`src/rtl/mux_nx1_rr.sv`:
```
// mux_nx1_rr: N:1 valid/ready channel mux, registered output; round-robin mode only with `MUX_NX1_RR_EN.
// Latency: a word accepted at one edge is on out_data/out_valid after that edge; one word per cycle sustained.
// Backpressure: while out_valid && !out_ready the output register holds and every in_ready is low.
module mux_nx1_rr #(
  parameter int N = 4,
  parameter int W = 8,
  localparam int SW = $clog2(N)
) (
  input  logic          clk,
  input  logic          rst_n,
  input  logic [N*W-1:0] in_data,
  input  logic [N-1:0]  in_valid,
  output logic [N-1:0]  in_ready,
  input  logic          mode,
  input  logic [SW-1:0] sel,
  output logic [W-1:0]  out_data,
  output logic [SW-1:0] out_ch,
  output logic          out_valid,
  input  logic          out_ready
);

  logic          load_en;
  logic          have_grant;
  logic [SW-1:0] grant;
  logic          dir_ok;

  assign load_en = !out_valid || out_ready;
  assign dir_ok  = (int'(sel) < N) && in_valid[sel];

`ifdef MUX_NX1_RR_EN
  logic [SW-1:0] rr_ptr;
  logic [SW-1:0] rr_grant;
  logic          rr_found;

  // First valid channel at or after rr_ptr, wrapping past N-1 back to 0.
  always_comb begin
    rr_grant = rr_ptr;
    rr_found = 1'b0;
    for (int k = 0; k < N; k++) begin
      if (!rr_found && in_valid[(int'(rr_ptr) + k) % N]) begin
        rr_found = 1'b1;
        rr_grant = SW'((int'(rr_ptr) + k) % N);
      end
    end
  end

  assign grant      = mode ? rr_grant : sel;
  assign have_grant = mode ? rr_found : dir_ok;

  always_ff @(posedge clk or negedge rst_n) begin
    if (!rst_n) begin
      rr_ptr <= '0;
    end else if (mode && load_en && have_grant) begin
      rr_ptr <= (int'(grant) == N - 1) ? '0 : grant + SW'(1);
    end
  end
`else
  logic unused_mode;
  assign unused_mode = mode;
  assign grant       = sel;
  assign have_grant  = dir_ok;
`endif

  // Gated by rst_n so no handshake completes while the register is being cleared.
  always_comb begin
    in_ready = '0;
    if (rst_n && load_en && have_grant) begin
      in_ready[grant] = 1'b1;
    end
  end

  always_ff @(posedge clk or negedge rst_n) begin
    if (!rst_n) begin
      out_valid <= 1'b0;
      out_data  <= '0;
      out_ch    <= '0;
    end else if (load_en) begin
      out_valid <= have_grant;
      if (have_grant) begin
        out_data <= in_data[int'(grant)*W +: W];
        out_ch   <= grant;
      end
    end
  end

endmodule

```
`config.mk`:
```
export PLATFORM = sky130hd
export DESIGN_NAME = mux_nx1_rr
export DESIGN_NICKNAME = d
export VERILOG_FILES = /design/src/rtl/mux_nx1_rr.sv
export SDC_FILE = /design/constraint.sdc
export NUM_CORES = 1
export LEC_CHECK = 0
export CAP_MARGIN = 5
export CORE_UTILIZATION = 29
export DETAILED_ROUTE_END_ITERATION = 8
export PLACE_DENSITY_LB_ADDON = 0.08
export SLEW_MARGIN = 25
export SYNTH_ARGS = -nofsm -noshare
export SYNTH_HDL_FRONTEND = slang
export SYNTH_SLANG_ARGS = --single-unit
export TNS_END_PERCENT = 1
```
`constraint.sdc`:
```
create_clock -name clk -period 1.6 [get_ports clk]
set_clock_uncertainty 0.15 [all_clocks]
set_input_delay 0.48 -clock clk [delete_from_list [all_inputs] [get_ports clk]]
set_output_delay 0.48 -clock clk [all_outputs]
set_load 0.03 [all_outputs]
```
==> flow_summary_export.csv <==
group,metric,value,unit
power_and_ir_drop,power,1.12,mW
global_route,overflow,0,
global_route,grt_pass1_wl,3320,µm
setup_path,r2r-start,"out_valid",
final_layout,layout-drive-gt1-share,53.8,%
final_layout,n_antenna_cell,0,
global_route,antenna_found_initial,0,
sta,rsz0062_at_grt,"true",
yosys,synth_area_leaders,"dfrtp_1, mux4_2, mux2_2",
clock_network,htreeDepth,1,
drt,drt_iter0_markers,0,
yosys,synth_top_area_share,39.4,%
setup_path,rr_endpoint,"out_data[5]",
setup_path,cp-start-kind,"input pin",
run,drv_cap,0,
sta,finalSetupViolCount,14,
setup_path,slowest_stage,"and4_4",
sta,relSlewSlack,81.7,%
floorplanning,die_y,51.1,µm
power_and_ir_drop,p_sw,378,µW
floorplanning,dieArea,2610,µm²
final_layout,nFillCells,194,
clock_network,hold_buffers,0,
setup_path,crit_chain,"buf_8 > mux2i_4 > nor3b_4 > and4_4 > buf_6",
drt,via_per_inst,4.62,
power_and_ir_drop,p_clk_share,16.0,%
setup_path,crit_path_max_fanout,4,
setup_path,worstPathRequired,0.97,ns
setup_path,arrival,1.35,ns
yosys,synthArstFlopShare,100,%
final_layout,multi_input_area,459,µm²
outcome,violations,"negative setup slack",
clock_network,clk_pin_slew,0.06,ns
power_and_ir_drop,p_leak,0.608,nW
yosys,yosysMostFrequentCell,"dfrtp_1",
final_layout,fin_util,63.9,%
setup_path,r2r_cells,5,
clock_network,clock_latency,0.25,ns
floorplanning,core.rowCount,17,
yosys,synth_top_area_cell,"dfrtp_1",
setup_path,worst-setup-path-type,"input pin to primary output",
setup_path,crit_start,"sel[1]",
yosys,synthesis.nets,90,
place,gp_congestion,0.717,
drt,firstDrtPassIters,1,
sta,hold_viol,0,
clock_network,cts-buffers-inserted,3,
final_layout,stdcell_count,145,
drt,wire_per_inst,13.0,µm
sta,slew_viol_final,0,
sta,max_freq,504,MHz
power_and_ir_drop,vdd_drop_max,0.535,mV
sta,tightest_slew,0.274,ns
clock_network,clock-sinks,11,
floorplanning,ios,57,
yosys,synth-edff-count,0,
floorplanning,start_util,31.3,%
yosys,synth_ff_type,"dfrtp_1",
yosys,synth_common_cells,"dfrtp_1, mux2_2, mux4_2",
yosys,synth_area,698,µm²
power_and_ir_drop,pwr-share-comb,49.5,%
final_layout,regArea,275,µm²
yosys,synthCells,48,
clock_network,cts_tree,"yes",
global_route,grt.total_usage,17.3,%
global_route,grt_pass1_vias,773,
sta,final.min_clock_period,1.98,ns
yosys,ys_ff_latch,11,
sta,fin_ws,-0.384,ns
floorplanning,core-area,2230,µm²
setup_path,crit_path_max_incr_delay,0.25,ns
clock_network,cts_buffer_depth,2,
yosys,ys.warnings.count,0,
worst_hold_path,hold_class,"input pin to async pin",
setup_path,cp_num_cells,5,
power_and_ir_drop,p_per_area,784,nW/µm²
final_layout,syn_to_final_growth,104,%
drt,vias,670,
power_and_ir_drop,switching_share,33.8,%
yosys,syn_area_per_cell,14.5,µm²
drt,routed_wl,1880,µm
global_route,grt_max_degree,10,
final_layout,nets,160,
power_and_ir_drop,seqPwrFrac,34.5,%
setup_path,end_kind,"primary output",
place,dpl.hpwl,1490,µm
setup_path,crit_family,"simple AND/OR/NAND/NOR gates",
power_and_ir_drop,intPower,740,µW
yosys,ys_types,17,
yosys,seq_area_frac_synth,39.4,%
drt,drtAntennaViolNets,0,
place,placed_cells,137,
outcome,outcome,"finished with violations",
sta,post-route-period-util,124,%
drt,drcViolationCount,0,
place,port-buffer-count,55,
clock_network,clockRootBuffer,"clkbuf_4",
setup_path,worst-path-buf-inv,2,
sta,whs,0.204,ns
floorplanning,die_w,51.1,µm
setup_path,r2r_setup_slack,-0.07,ns
-- layer usage --
layer | track usage [%] | routed length (µm) | up-vias
li1 | - | - | 322
met1 | 21.0 | 758 | 315
met2 | 30.0 | 992 | 31
met3 | 4.76 | 124 | 2
met4 | 4.17 | 8 | 0
met5 | 0 | 0 | -
-- placed cells by master, fill, tap and decap left out, drive strengths merged --
cell type,instances
clkdlybuf4s15,3
mux2i,1
nor3b,1
clkbuf,5
dfrtp,11
and4,2
nand2b,1
mux4,8
nand3,1
buf,30
mux2,10
o21ai,1
and2,1
and3,1
o21bai,1
nor2,4
inv,3
clkdlybuf4s50,32
dlygate4sd2,1
-- worst max path at each step --
stage / end
5_1_grt: in_ready[0]
4_1_cts: in_ready[0]
3_3_place_gp: in_ready[0]
2_1_floorplan: in_ready[0]
6_report: in_ready[0]
3_5_place_dp: in_ready[0]
-- state kept, by name (all words and copies together) (netlist names) --
register	flops
out_data	8
out_ch	2
out_valid	1
-- what timing repair did --
action,4_1_cts,5_1_grt
gates cloned,0,0
endpoints found under the hold margin,0,0
buffers inserted,3,1
pin swaps,6,3
setup endpoints to repair,15,14
gates resized for setup,33,1
-- area by class of cell --
| type | instances | share of cell area [%] |
|---|---|---|
| inverter | 3 | 0.789 |
| multi-input combinational | 32 | 32.2 |
| timing repair buffer | 67 | 43.4 |
| tap | 28 | 2.46 |
| sequential | 11 | 19.3 |
| clock buffer | 4 | 1.84 |
-- tightest hold or removal path, stage by stage --
cell	delay, ns
dlygate4sd2_1	0.21
buf_6	0.12
buf_4	0.12
-- kinds of logic after synthesis --
kind of cell	share of synthesized area [%]
flip-flops	39.4
buffers and inverters	2.87
AO/OA/AOI/OAI	1.79
multiplexers	43.4
AND/OR/NAND/NOR	12.5
-- power by group through the flow --
stage	Sequential (mW)	Clock (mW)	Combinational, mW
after floorplan	0.521	0	0.148
after global placement	0.386	0	0.538
after detailed placement	0.388	0	0.541
after CTS	0.386	0.184	0.557
after global routing	0.393	0.201	0.587
final	0.386	0.179	0.554
-- stage by stage --
stage / setup slack, ns / TNS [ns] / instance area, µm²
finish: -0.384 / -3.23 / 1430
global route: -0.464 / -3.84 / 1430
CTS: -0.394 / -3.21 / 1420
detailed placement: -0.945 / -11.86 / 1330
global placement: -0.907 / -11.52 / 1330
floorplan: -0.235 / -2.61 / 736
No activity file was read; power rests on OpenSTA's default activity.
